## src/rtl/egress_pop_pacer.sv

```systemverilog
// Paces root pops against buffer space/credit, buffers popped entries and sends each for max(L,1) beats.
// Optional statistics outputs are enabled with `define EGRESS_PACER_STATS_EN.
module egress_pop_pacer #(
    parameter int PTW      = 16,
    parameter int MTW      = 2,
    parameter int PLW      = 4,
    parameter int TREE_NUM = 4,
    parameter int DEPTH    = 4,
    parameter int MAX_OUT  = 2,
    parameter int TIMEOUT  = 64,
    localparam int TREE_NUM_BITS = $clog2(TREE_NUM),
    localparam int DW            = MTW + PTW + PLW,
    localparam int OW            = $clog2(MAX_OUT + 1),
    localparam int CW            = $clog2(DEPTH + 1)
) (
    input  logic                     i_clk,
    input  logic                     i_rst,
    input  logic                     i_enable,
    input  logic                     i_task_fifo_full,
    output logic                     o_pop,
    input  logic                     i_pop_out,
    input  logic [TREE_NUM_BITS-1:0] i_pop_tree_id,
    input  logic [DW-1:0]            i_pop_data,
    output logic                     o_tx_valid,
    input  logic                     i_tx_ready,
    output logic [DW-1:0]            o_tx_data,
    output logic [TREE_NUM_BITS-1:0] o_tx_tree_id,
    output logic                     o_tx_sop,
    output logic                     o_tx_eop,
    output logic [OW-1:0]            o_outstanding,
    output logic [CW-1:0]            o_fifo_count,
    output logic                     o_timeout,
`ifdef EGRESS_PACER_STATS_EN
    output logic [31:0]              o_stat_pkts,
    output logic [31:0]              o_stat_beats,
    output logic [15:0]              o_stat_empty,
`endif
    output logic                     o_err
);

    localparam int AW = (DEPTH > 1) ? $clog2(DEPTH) : 1;
    localparam int TW = $clog2(TIMEOUT + 1);
    localparam int EW = TREE_NUM_BITS + DW;

    localparam logic [0:0] ST_IDLE = 1'b0;
    localparam logic [0:0] ST_SEND = 1'b1;

    logic [EW-1:0]            mem_q [DEPTH];
    logic [AW-1:0]            wr_ptr_q, rd_ptr_q;
    logic [CW-1:0]            cnt_q, cnt_d;
    logic [OW-1:0]            out_q, out_d;
    logic [TW-1:0]            tmo_q, tmo_d;
    logic                     pop_q, pop_d;
    logic                     err_q, err_d;
    logic [0:0]               state_q, state_d;
    logic [DW-1:0]            tx_dat_q, tx_dat_d;
    logic [TREE_NUM_BITS-1:0] tx_tree_q, tx_tree_d;
    logic [PLW-1:0]           beats_q, beats_d;
    logic                     sop_q, sop_d;

    logic                     rsp_ones, fifo_full, fifo_wr, fifo_rd;
    logic                     tx_hs, tx_last, tmo_fire;
    logic [EW-1:0]            head;
    logic [PLW-1:0]           head_len;

    assign head     = mem_q[rd_ptr_q];
    assign head_len = head[PTW+PLW-1:PTW];

    assign rsp_ones  = &i_pop_data;
    assign fifo_full = (cnt_q == CW'(DEPTH));
    assign fifo_wr   = i_pop_out && !rsp_ones && !fifo_full;

    assign tx_hs    = (state_q == ST_SEND) && i_tx_ready;
    assign tx_last  = tx_hs && (beats_q == PLW'(1));
    // Reload on the eop handshake so back-to-back packets have no idle beat.
    assign fifo_rd  = (cnt_q != '0) && ((state_q == ST_IDLE) || tx_last);

    assign tmo_fire = (out_q != '0) && !i_pop_out && !pop_q && (tmo_q == TW'(TIMEOUT - 1));

    always_comb begin
        pop_d = i_enable && !i_task_fifo_full && (int'(out_q) < MAX_OUT)
                && ((int'(cnt_q) + int'(out_q)) < DEPTH);

        out_d = out_q;
        if (pop_d) begin
            out_d = out_d + OW'(1);
        end
        if ((i_pop_out && (out_q != '0)) || tmo_fire) begin
            out_d = out_d - OW'(1);
        end

        tmo_d = tmo_q + TW'(1);
        if (i_pop_out || pop_q || (out_q == '0) || tmo_fire) begin
            tmo_d = '0;
        end

        err_d = err_q || (i_pop_out && (fifo_full || (out_q == '0)));
        cnt_d = cnt_q + CW'(fifo_wr) - CW'(fifo_rd);
    end

    always_comb begin
        state_d   = state_q;
        tx_dat_d  = tx_dat_q;
        tx_tree_d = tx_tree_q;
        beats_d   = beats_q;
        sop_d     = sop_q;
        if (fifo_rd) begin
            state_d   = ST_SEND;
            tx_dat_d  = head[DW-1:0];
            tx_tree_d = head[EW-1:DW];
            beats_d   = (head_len == '0) ? PLW'(1) : head_len;
            sop_d     = 1'b1;
        end else if (tx_hs) begin
            beats_d = beats_q - PLW'(1);
            sop_d   = 1'b0;
            if (beats_q == PLW'(1)) begin
                state_d = ST_IDLE;
            end
        end
    end

    always_ff @(posedge i_clk) begin
        if (i_rst) begin
            wr_ptr_q  <= '0;
            rd_ptr_q  <= '0;
            cnt_q     <= '0;
            out_q     <= '0;
            tmo_q     <= '0;
            pop_q     <= 1'b0;
            err_q     <= 1'b0;
            state_q   <= ST_IDLE;
            tx_dat_q  <= '0;
            tx_tree_q <= '0;
            beats_q   <= '0;
            sop_q     <= 1'b0;
        end else begin
            if (fifo_wr) begin
                wr_ptr_q <= wr_ptr_q + AW'(1);
            end
            if (fifo_rd) begin
                rd_ptr_q <= rd_ptr_q + AW'(1);
            end
            cnt_q     <= cnt_d;
            out_q     <= out_d;
            tmo_q     <= tmo_d;
            pop_q     <= pop_d;
            err_q     <= err_d;
            state_q   <= state_d;
            tx_dat_q  <= tx_dat_d;
            tx_tree_q <= tx_tree_d;
            beats_q   <= beats_d;
            sop_q     <= sop_d;
        end
    end

    always_ff @(posedge i_clk) begin
        if (fifo_wr) begin
            mem_q[wr_ptr_q] <= {i_pop_tree_id, i_pop_data};
        end
    end

`ifdef EGRESS_PACER_STATS_EN
    logic [31:0] stat_pkts_q, stat_beats_q;
    logic [15:0] stat_empty_q;

    always_ff @(posedge i_clk) begin
        if (i_rst) begin
            stat_pkts_q  <= '0;
            stat_beats_q <= '0;
            stat_empty_q <= '0;
        end else begin
            if (tx_last) begin
                stat_pkts_q <= stat_pkts_q + 32'd1;
            end
            if (tx_hs) begin
                stat_beats_q <= stat_beats_q + 32'd1;
            end
            if (i_pop_out && rsp_ones) begin
                stat_empty_q <= stat_empty_q + 16'd1;
            end
        end
    end

    assign o_stat_pkts  = stat_pkts_q;
    assign o_stat_beats = stat_beats_q;
    assign o_stat_empty = stat_empty_q;
`endif

    assign o_pop         = pop_q;
    assign o_tx_valid    = (state_q == ST_SEND);
    assign o_tx_data     = tx_dat_q;
    assign o_tx_tree_id  = tx_tree_q;
    assign o_tx_sop      = (state_q == ST_SEND) && sop_q;
    assign o_tx_eop      = (state_q == ST_SEND) && (beats_q == PLW'(1));
    assign o_outstanding = out_q;
    assign o_fifo_count  = cnt_q;
    assign o_timeout     = tmo_fire;
    assign o_err         = err_q;

endmodule
```

## config.mk

```make
export PLATFORM = sky130hd
export DESIGN_NAME = egress_pop_pacer
export DESIGN_NICKNAME = d
export VERILOG_FILES = /design/src/rtl/egress_pop_pacer.sv
export SDC_FILE = /design/constraint.sdc
export NUM_CORES = 1
export LEC_CHECK = 0
export ABC_AREA = 1
export BUFFER_PORTS_ARGS = -buffer_cell sky130_fd_sc_hd__buf_2
export CORE_MARGIN = 4
export CORE_UTILIZATION = 47
export DETAILED_ROUTE_END_ITERATION = 7
export GPL_TIMING_DRIVEN = 0
export MAX_ROUTING_LAYER = met4
export PLACE_DENSITY = 0.66
export SLEW_MARGIN = 0
export SYNTH_ARGS = -nofsm -noshare
export SYNTH_HDL_FRONTEND = slang
export SYNTH_SLANG_ARGS = --single-unit
```

## constraint.sdc

```tcl
create_clock -name i_clk -period 4.5 [get_ports i_clk]
set_input_delay 0 -clock i_clk [delete_from_list [all_inputs] [get_ports i_clk]]
set_output_delay 0 -clock i_clk [all_outputs]
set_load 0.01 [all_outputs]
```

==> impl_results.html, run 1 <==
<table>
<tr><th>Metric</th><th>Value</th></tr>
<tr><th colspan="2">Placement</th></tr>
<tr><td>Port Buffer Count</td><td>63</td></tr>
<tr><td>Number of instances in the placed design</td><td>782</td></tr>
<tr><td>Final Wtd Congestion</td><td>0.850</td></tr>
<tr><td>HPWL after DPL</td><td>8600 um</td></tr>
<tr><td>Total cell area at the placement stage</td><td>0.00641 mm2</td></tr>
<tr><th colspan="2">Final layout</th></tr>
<tr><td>Most frequent cells in the layout</td><td>nor2_1 (112), edfxtp_1 (96), buf_2 (72)</td></tr>
<tr><td>Post-route insts no fill</td><td>844</td></tr>
<tr><td>Filler cells</td><td>970</td></tr>
<tr><td>Proportion of layout cells with a drive suffix above 1</td><td>0.183</td></tr>
<tr><td>Layout-stage area growth over the synthesis result</td><td>26.1%</td></tr>
<tr><td>Summed area of non-filler cells in the final layout</td><td>0.00733 mm2</td></tr>
<tr><td>Fin nets</td><td>705</td></tr>
<tr><td>Most common cell after layout, fill and taps aside</td><td>nor2_1</td></tr>
<tr><td>Multi-input combinational cell area</td><td>0.00167 mm2</td></tr>
<tr><td>Total inserted antenna cells</td><td>0</td></tr>
<tr><td>Area occupied by registers</td><td>0.00388 mm2</td></tr>
<tr><th colspan="2">Critical path</th></tr>
<tr><td>End of the worst register-to-register path</td><td>o_fifo_count[2]</td></tr>
<tr><td>Setup crit start kind</td><td>flop</td></tr>
<tr><td>Launch point of the worst reg-to-reg path</td><td>o_fifo_count[1]</td></tr>
<tr><td>Slack of the worst reg-to-reg path</td><td>1.96 ns</td></tr>
<tr><td>Launching element of the worst setup path</td><td>o_fifo_count[1]</td></tr>
<tr><td>Start-to-end type of the worst setup path</td><td>reg2reg</td></tr>
<tr><td>Number of cells on the worst reg-to-reg path</td><td>11</td></tr>
<tr><td>Required time of the worst setup path</td><td>4.85 ns</td></tr>
<tr><td>Crit path capture type</td><td>flop</td></tr>
<tr><td>Crit path max fanout</td><td>7</td></tr>
<tr><td>Endpoint arrival time on the critical path</td><td>2.89 ns</td></tr>
<tr><th colspan="2">Synth</th></tr>
<tr><td>Post-synthesis sequential element count</td><td>146</td></tr>
<tr><td>Leading post-synthesis cells by cell area</td><td>edfxtp_1 (50%), dfxtp_1 (17%), nor2_1 (7.5%), nand2_1 (4.2%), o21ai_0 (3.5%)</td></tr>
<tr><td>Count of yosys warnings during synthesis</td><td>0</td></tr>
<tr><td>Number of enable-type register cells in the synthesized netlist</td><td>96</td></tr>
<tr><td>Portion of synthesized cell area occupied by the leading cell type</td><td>0.496</td></tr>
<tr><td>Net count after synthesis</td><td>590</td></tr>
<tr><td>Cell area after technology mapping</td><td>0.00581 mm2</td></tr>
<tr><td>Largest area contributor in the netlist</td><td>edfxtp_1</td></tr>
<tr><td>Most used DFF post-synth</td><td>edfxtp_1</td></tr>
<tr><td>Syn avg cell area</td><td>10.6 um2</td></tr>
<tr><td>Portion of the post-synthesis area used by sequential elements</td><td>0.668</td></tr>
<tr><td>Synthesized instance count</td><td>548</td></tr>
<tr><td>Async set-reset flop share out of synthesis</td><td>0</td></tr>
<tr><td>Cell variety after synth</td><td>32</td></tr>
<tr><th colspan="2">Clocking</th></tr>
<tr><td>Clk buf depth</td><td>2</td></tr>
<tr><td>Root cell of the clock tree</td><td>clkbuf_16</td></tr>
<tr><td>Cells resized by post-CTS repair</td><td>0</td></tr>
<tr><td>Clock transition at the registers of the reported paths</td><td>0.06 ns</td></tr>
<tr><td>Number of buffers created by CTS</td><td>17</td></tr>
<tr><td>CTS tree</td><td>yes</td></tr>
<tr><td>Clock latency on the worst-skew pair</td><td>0.42 ns</td></tr>
<tr><td>H-Tree Level Count</td><td>4</td></tr>
<tr><td>Sinks on the clock net</td><td>146</td></tr>
<tr><th colspan="2">Route</th></tr>
<tr><td>Number of optimization iterations in the first detailed-route pass</td><td>5</td></tr>
<tr><td>Wire length on met1</td><td>5740 um</td></tr>
<tr><td>Number of nets with antenna violations after detailed routing</td><td>0</td></tr>
<tr><td>Aggregate routed wire length</td><td>13,100 um</td></tr>
<tr><td>Post-detailed-route via-to-cell ratio</td><td>5.01</td></tr>
<tr><td>Detailed route wirelength on metal2</td><td>6530 um</td></tr>
<tr><td>Remaining routing DRC violations</td><td>0</td></tr>
<tr><td>Number of DRC markers after the initial detailed-route iteration</td><td>381</td></tr>
<tr><td>Vias</td><td>4,232</td></tr>
<tr><td>Detail Route met3 WL</td><td>667 um</td></tr>
<tr><td>Uppermost layer routed</td><td>met4</td></tr>
<tr><td>Routed wire length per instance</td><td>15.5 um</td></tr>
<tr><th colspan="2">STA</th></tr>
<tr><td>Max Clock Skew</td><td>0.00877 ns</td></tr>
<tr><td>Final setup violation count</td><td>0</td></tr>
<tr><td>Transition time at the pin with the least slew margin</td><td>0.838 ns</td></tr>
<tr><td>Final-layout setup total negative slack</td><td>0 ns</td></tr>
<tr><td>Count of pins over their slew limit</td><td>0</td></tr>
<tr><td>Final Critical Period</td><td>2.54 ns</td></tr>
<tr><td>Final critical-path share of the clock period</td><td>0.565</td></tr>
<tr><td>Peak clock frequency supported by timing</td><td>393 MHz</td></tr>
<tr><td>Hold Vio Cnt, Final</td><td>0</td></tr>
<tr><td>Worst slew margin relative to its limit</td><td>0.440</td></tr>
<tr><td>Unrepaired setup endpoints after global routing</td><td>no</td></tr>
<tr><th colspan="2">Min path</th></tr>
<tr><td>Endpoint, Worst Hold</td><td>o_outstanding[0]</td></tr>
<tr><td>Hold Crit Start</td><td>i_enable</td></tr>
<tr><td>Instance count along the most critical hold path</td><td>5</td></tr>
<tr><td>Classification of the worst-slack hold path</td><td>in2reg</td></tr>
<tr><th colspan="2">Floorplan</th></tr>
<tr><td>Ports</td><td>65</td></tr>
<tr><td>Count of standard-cell rows</td><td>40</td></tr>
<tr><td>Die Outline Area</td><td>0.0142 mm2</td></tr>
<tr><td>Die width</td><td>119 um</td></tr>
<tr><td>Die boundary height</td><td>119 um</td></tr>
<tr><td>Effective utilization at floorplan</td><td>0.482</td></tr>
<tr><td>Core Box Area</td><td>0.0121 mm2</td></tr>
<tr><th colspan="2">Global route</th></tr>
<tr><td>Remaining Overflow, GRT</td><td>0</td></tr>
<tr><td>Largest net degree at the start of global routing</td><td>25</td></tr>
<tr><td>Global-route usage over all layers</td><td>0.199</td></tr>
<tr><td>First-pass GRT wire length</td><td>21,100 um</td></tr>
<tr><td>Initial antenna violation count</td><td>0</td></tr>
<tr><td>Number of global-route vias before repair</td><td>4,165</td></tr>
<tr><th colspan="2">Power</th></tr>
<tr><td>Peak supply drop</td><td>0.000351 V</td></tr>
<tr><td>PD cells</td><td>649 mW/mm2</td></tr>
<tr><td>Leakage power</td><td>0.00292 uW</td></tr>
<tr><th colspan="2">Run status</th></tr>
<tr><td>Run status</td><td>completed</td></tr>
<tr><th colspan="2">Flow run</th></tr>
<tr><td># Max-Cap Violations</td><td>0</td></tr>
</table>
sequential cells by signal, summed over array words and instances, names as in the netlist, named ones only:
signal         flops
o_err              1
o_outstanding      2
rd_ptr_q           2
wr_ptr_q           2
o_fifo_count       3
o_tx_tree_id       2
o_pop              1
o_tx_data         22
tmo_q              7
sop_q              1
o_tx_valid         1
beats_q            4
mem_q             96
layout make-up:
class                      instances  area share
sequential                       146       0.530
multi-input combinational        340       0.228
timing repair buffer              96      0.0919
clock buffer                      21      0.0628
tap                              168      0.0287
clock inverter                    11      0.0207
inverter                          39      0.0202
buffer                            23      0.0174
Yosys cell counts, types with 9 or more instances:
| cell | instances |
|---|---|
| ha_1 | 11 |
| buf_2 | 9 |
| edfxtp_1 | 96 |
| o22ai_1 | 20 |
| nand2_1 | 65 |
| o21ai_1 | 24 |
| inv_1 | 35 |
| nor2_1 | 116 |
| clkbuf_1 | 9 |
| o21ai_0 | 41 |
| dfxtp_1 | 50 |
| a21oi_1 | 15 |
| nand3_1 | 26 |
worst max-delay path, cell delays in order (launching register included):
cell	delay, ns
dfxtp_1	0.41
inv_1	0.10
nand2_1	0.10
nor2_1	0.06
nor2_1	0.20
nand2_1	0.29
ha_1	0.38
inv_1	0.04
ha_1	0.18
fa_1	0.39
and3_1	0.19
nor3_1	0.11
through the flow:
step	hold slack (ns)	setup WS [ns]	power, uW	utilization
floorplan	0.0989	2.10	2800	-
global placement	0.226	1.18	3250	0.525
detailed placement	0.228	1.97	3310	0.532
CTS	0.123	1.96	4780	0.607
global route	0.169	1.77	5050	0.607
finish	0.151	1.96	4750	0.607
cells by family (layout without fill, tap and decap cells):
family                     after synthesis  in the layout  synth area share
adders and majority gates               12             12            0.0271
and+or+nand+nor                        224            224             0.160
xor gates and xnor gates                 3              3           0.00452
buffers and inverters                   62            190            0.0474
AOI/OAI and AO/OA                      101            101            0.0924
DFF                                    146            146             0.668
metal layers:
layer / up-vias / global-route usage
met3: 14 / 0.0508
met2: 118 / 0.320
met4: 0 / 0.0739
li1: 2109 / -
met1: 1991 / 0.244
met5: - / -
power breakdown:
group | total, uW | switching (uW) | internal, uW | leakage, uW
registers | 1790 | 122 | 1670 | 0.00129
clock network | 1440 | 537 | 903 | 0.000286
logic | 1520 | 986 | 536 | 0.00134
total | 4750 | 1650 | 3110 | 0.00292
worst max path at each step:
stage / endpoint / slack (ns) / cells after the start
after floorplan: mem_q[0][0] / 2.10 / 6
after global placement: mem_q[0][13] / 1.18 / 6
after detailed placement: o_fifo_count[2] / 1.97 / 11
after CTS: o_fifo_count[2] / 1.96 / 11
after global routing: o_fifo_count[2] / 1.77 / 11
final: o_fifo_count[2] / 1.96 / 11
timing repair:
| item | CTS | global route |
|---|---|---|
| setup buffers | 0 | 0 |
| hold endpoints to repair | 102 | 0 |
| hold buffers | 30 | 0 |
No activity file was read; power rests on OpenSTA's default activity.
==> inputs of run 2 (changes only) <==
- clock period: 4.5 -> 2.4 ns (I/O delays scaled with it)
==> run 2 against run 1 <==
Die area unchanged. Sequential share of layout area decreased by 0.45 points. Largest power group unchanged. Utilization is 0.54 points higher. Via count is 1.7% higher. Count of clock-buffer cells in the layout unchanged.
==> impl_results.html, run 2 (synthesis gave the netlist of run 1 again) <==
<table>
<tr><th>Metric</th><th>Value</th></tr>
<tr><th colspan="2">Run status</th></tr>
<tr><td>Run status</td><td>completed (unchanged)</td></tr>
<tr><th colspan="2">Final layout</th></tr>
<tr><td>Post-Route Utilization</td><td>0.613 (was 0.607)</td></tr>
<tr><td>Proportion of layout cells with a drive suffix above 1</td><td>0.198 (was 0.183)</td></tr>
<tr><td>Register name with the most flops</td><td>mem_q (unchanged)</td></tr>
<tr><td>Total inserted antenna cells</td><td>0 (unchanged)</td></tr>
<tr><td>Most frequent cells in the layout</td><td>nor2_1 (110), edfxtp_1 (96), buf_2 (72) (was nor2_1 (112), edfxtp_1 (96), buf_2 (72))</td></tr>
<tr><td>Fin nets</td><td>710 (was 705)</td></tr>
<tr><td>Most common cell after layout, fill and taps aside</td><td>nor2_1 (unchanged)</td></tr>
<tr><td>Summed area of non-filler cells in the final layout</td><td>0.00739 mm2 (was 0.00733 mm2)</td></tr>
<tr><td>Number of flip-flops under the largest register name</td><td>96 (unchanged)</td></tr>
<tr><td>Layout-stage area growth over the synthesis result</td><td>27.2% (was 26.1%)</td></tr>
<tr><th colspan="2">Clocking</th></tr>
<tr><td>H-Tree Level Count</td><td>4 (unchanged)</td></tr>
<tr><td>Clock latency on the worst-skew pair</td><td>0.42 ns (about the same)</td></tr>
<tr><td>Sinks on the clock net</td><td>146 (unchanged)</td></tr>
<tr><td>CTS tree</td><td>yes (unchanged)</td></tr>
<tr><td>Number of buffers created by CTS</td><td>17 (unchanged)</td></tr>
<tr><td>Clock transition at the registers of the reported paths</td><td>0.06 ns (about the same)</td></tr>
<tr><td>Clk buf depth</td><td>2 (unchanged)</td></tr>
<tr><td>Root cell of the clock tree</td><td>clkbuf_16 (unchanged)</td></tr>
<tr><th colspan="2">STA</th></tr>
<tr><td>Post-route setup slack</td><td>0.123 ns (was 1.96 ns)</td></tr>
<tr><td>Unrepaired setup endpoints after global routing</td><td>no (unchanged)</td></tr>
<tr><td>Hold Vio Cnt, Final</td><td>0 (unchanged)</td></tr>
<tr><td>Peak clock frequency supported by timing</td><td>439 MHz (was 393 MHz)</td></tr>
<tr><td>Max Clock Skew</td><td>0.00777 ns (was 0.00877 ns)</td></tr>
<tr><td>Worst slew margin relative to its limit</td><td>0.423 (was 0.440)</td></tr>
<tr><td>Final critical-path share of the clock period</td><td>0.949 (was 0.565)</td></tr>
<tr><td>Final setup violation count</td><td>0 (unchanged)</td></tr>
<tr><td>Transition time at the pin with the least slew margin</td><td>0.863 ns (was 0.838 ns)</td></tr>
<tr><td>Count of pins over their slew limit</td><td>0 (unchanged)</td></tr>
<tr><td>Final Critical Period</td><td>2.28 ns (was 2.54 ns)</td></tr>
<tr><th colspan="2">Critical path</th></tr>
<tr><td>Start-to-end type of the worst setup path</td><td>reg2reg (unchanged)</td></tr>
<tr><td>Crit path capture type</td><td>flop (unchanged)</td></tr>
<tr><td>Required time of the worst setup path</td><td>2.75 ns (was 4.85 ns)</td></tr>
<tr><td>Cell chain of the critical path</td><td>inv_1, ha_2, nand3_2, nand2_4, nand2_8, inv_4, buf_8, ha_1, inv_1, ha_1, fa_2, and3_1, nor3_1 (was inv_1, nand2_1, nor2_1, nor2_1, nand2_1, ha_1, inv_1, ha_1, fa_1, and3_1, nor3_1)</td></tr>
<tr><td>Crit path max fanout</td><td>10 (was 7)</td></tr>
<tr><td>Highest cell delay on the worst timing path</td><td>0.35 ns (was 0.41 ns)</td></tr>
<tr><td>Endpoint arrival time on the critical path</td><td>2.63 ns (was 2.89 ns)</td></tr>
<tr><td>Slowest library cell on the worst path</td><td>fa_2 (was dfxtp_1)</td></tr>
<tr><td>Buffers and inverters on the worst path</td><td>4 (was 2)</td></tr>
<tr><td>Setup crit start kind</td><td>flop (unchanged)</td></tr>
<tr><td>Kind of cell adding the most delay to the critical path</td><td>adder cells (unchanged)</td></tr>
<tr><td>Slack of the worst reg-to-reg path</td><td>0.12 ns (was 1.96 ns)</td></tr>
<tr><th colspan="2">Flow run</th></tr>
<tr><td># Max-Cap Violations</td><td>0 (unchanged)</td></tr>
<tr><th colspan="2">Route</th></tr>
<tr><td>Number of optimization iterations in the first detailed-route pass</td><td>7 (was 5)</td></tr>
<tr><td>Remaining routing DRC violations</td><td>0 (unchanged)</td></tr>
<tr><td>Routed wire length per instance</td><td>15.7 um (was 15.5 um)</td></tr>
<tr><td>Aggregate routed wire length</td><td>13,300 um (was 13,100 um)</td></tr>
<tr><td>Number of nets with antenna violations after detailed routing</td><td>0 (unchanged)</td></tr>
<tr><td>Post-detailed-route via-to-cell ratio</td><td>5.07 (was 5.01)</td></tr>
<tr><td>Number of DRC markers after the initial detailed-route iteration</td><td>385 (was 381)</td></tr>
<tr><td>Vias</td><td>4,305 (was 4,232)</td></tr>
<tr><th colspan="2">Floorplan</th></tr>
<tr><td>Die boundary height</td><td>119 um (unchanged)</td></tr>
<tr><td>Core Box Area</td><td>0.0121 mm2 (unchanged)</td></tr>
<tr><td>Ports</td><td>65 (unchanged)</td></tr>
<tr><td>Count of standard-cell rows</td><td>40 (unchanged)</td></tr>
<tr><td>Effective utilization at floorplan</td><td>0.482 (unchanged)</td></tr>
<tr><td>Die Outline Area</td><td>0.0142 mm2 (unchanged)</td></tr>
<tr><td>Die width</td><td>119 um (unchanged)</td></tr>
<tr><th colspan="2">Global route</th></tr>
<tr><td>First-pass GRT wire length</td><td>21,200 um (was 21,100 um)</td></tr>
<tr><td>Global-route usage over all layers</td><td>0.200 (was 0.199)</td></tr>
<tr><td>Largest net degree at the start of global routing</td><td>25 (unchanged)</td></tr>
<tr><td>Initial antenna violation count</td><td>0 (unchanged)</td></tr>
<tr><td>Remaining Overflow, GRT</td><td>0 (unchanged)</td></tr>
<tr><td>Number of global-route vias before repair</td><td>4,177 (was 4,165)</td></tr>
<tr><th colspan="2">Power</th></tr>
<tr><td>Power Total</td><td>9050 uW (was 4750 uW)</td></tr>
<tr><td>Leakage power</td><td>0.00294 uW (was 0.00292 uW)</td></tr>
<tr><td>Switching portion of total power</td><td>0.347 (was 0.346)</td></tr>
<tr><td>PD cells</td><td>1220 mW/mm2 (was 649 mW/mm2)</td></tr>
<tr><td>Clock power frac</td><td>0.299 (was 0.303)</td></tr>
<tr><td>P_int</td><td>5910 uW (was 3110 uW)</td></tr>
<tr><td>Sw power</td><td>3140 uW (was 1650 uW)</td></tr>
<tr><td>Part of the power in registers</td><td>0.371 (was 0.377)</td></tr>
<tr><td>Combinational power share</td><td>0.330 (was 0.320)</td></tr>
<tr><td>Peak supply drop</td><td>0.000661 V (was 0.000351 V)</td></tr>
<tr><th colspan="2">Placement</th></tr>
<tr><td>Total cell area at the placement stage</td><td>0.00641 mm2 (unchanged)</td></tr>
<tr><td>Final Wtd Congestion</td><td>0.850 (unchanged)</td></tr>
<tr><td>Pre-CTS setup slack</td><td>-0.130 ns (was 1.97 ns)</td></tr>
<tr><td>HPWL after DPL</td><td>8600 um (unchanged)</td></tr>
<tr><td>Port Buffer Count</td><td>63 (unchanged)</td></tr>
<tr><th colspan="2">Min path</th></tr>
<tr><td>Classification of the worst-slack hold path</td><td>in2reg (unchanged)</td></tr>
</table>
## run 2: per-stage QoR
stage | hold WS (ns) | TNS, ns | instances
finish | 0.155 | 0 | 849
global route | 0.169 | 0 | 849
CTS | 0.123 | 0 | 845
detailed placement | 0.228 | -0.228 | 782
global placement | 0.226 | -85.91 | 779
floorplan | 0.0989 | -0.417 | 548
## run 2: repair_timing
action                     4_1_cts  5_1_grt
hold endpoints to repair       102        0
pin swaps                        1        0
setup endpoints to repair       16       31
setup buffers                    1        4
gates resized for setup          4        5
cloned                           0        0
hold buffers                    30        0
## run 2: layout make-up
cell class	count	area [um2]
multi-input combinational	340	1690
buffer	23	131
inverter	39	149
fill	968	4670
clock inverter	11	151
tap	168	210
clock buffer	21	460
sequential	146	3880
timing repair buffer	101	711
## run 2: path summary, 6_finish.rpt
path         depth (start not counted)                to       start
max                                 13   o_fifo_count[2]  beats_q[1]
min                                  5  o_outstanding[0]    i_enable
max reg2reg                         13   o_fifo_count[2]  beats_q[1]
min reg2reg                          1          tmo_q[0]    tmo_q[0]
## run 2: layer usage
layer  part of all wire  global-route usage  wire length, um  up-vias
li1                   -                   -                -     2124
met1               0.44               0.244             5900     2059
met2               0.50               0.321             6650      104
met3              0.041              0.0508              552       18
met4              0.016              0.0739              213        0
met5                  0                   -                0        -
## run 2: worst min-delay path: cells and delay by family
kind | cells | cell delay [ns]
and+or+nand+nor | 2 | 0.24
AOI/OAI and AO/OA | 2 | 0.18
buffers and inverters | 1 | 0.10
## run 2: power by group through the flow
stage | combinational, uW | sequential [uW] | clock (uW)
floorplan | 1780 | 3460 | 0
global placement | 2700 | 3400 | 0
detailed placement | 2800 | 3410 | 0
CTS | 2900 | 3360 | 2740
global route | 3350 | 3410 | 2850
finish | 2990 | 3360 | 2700
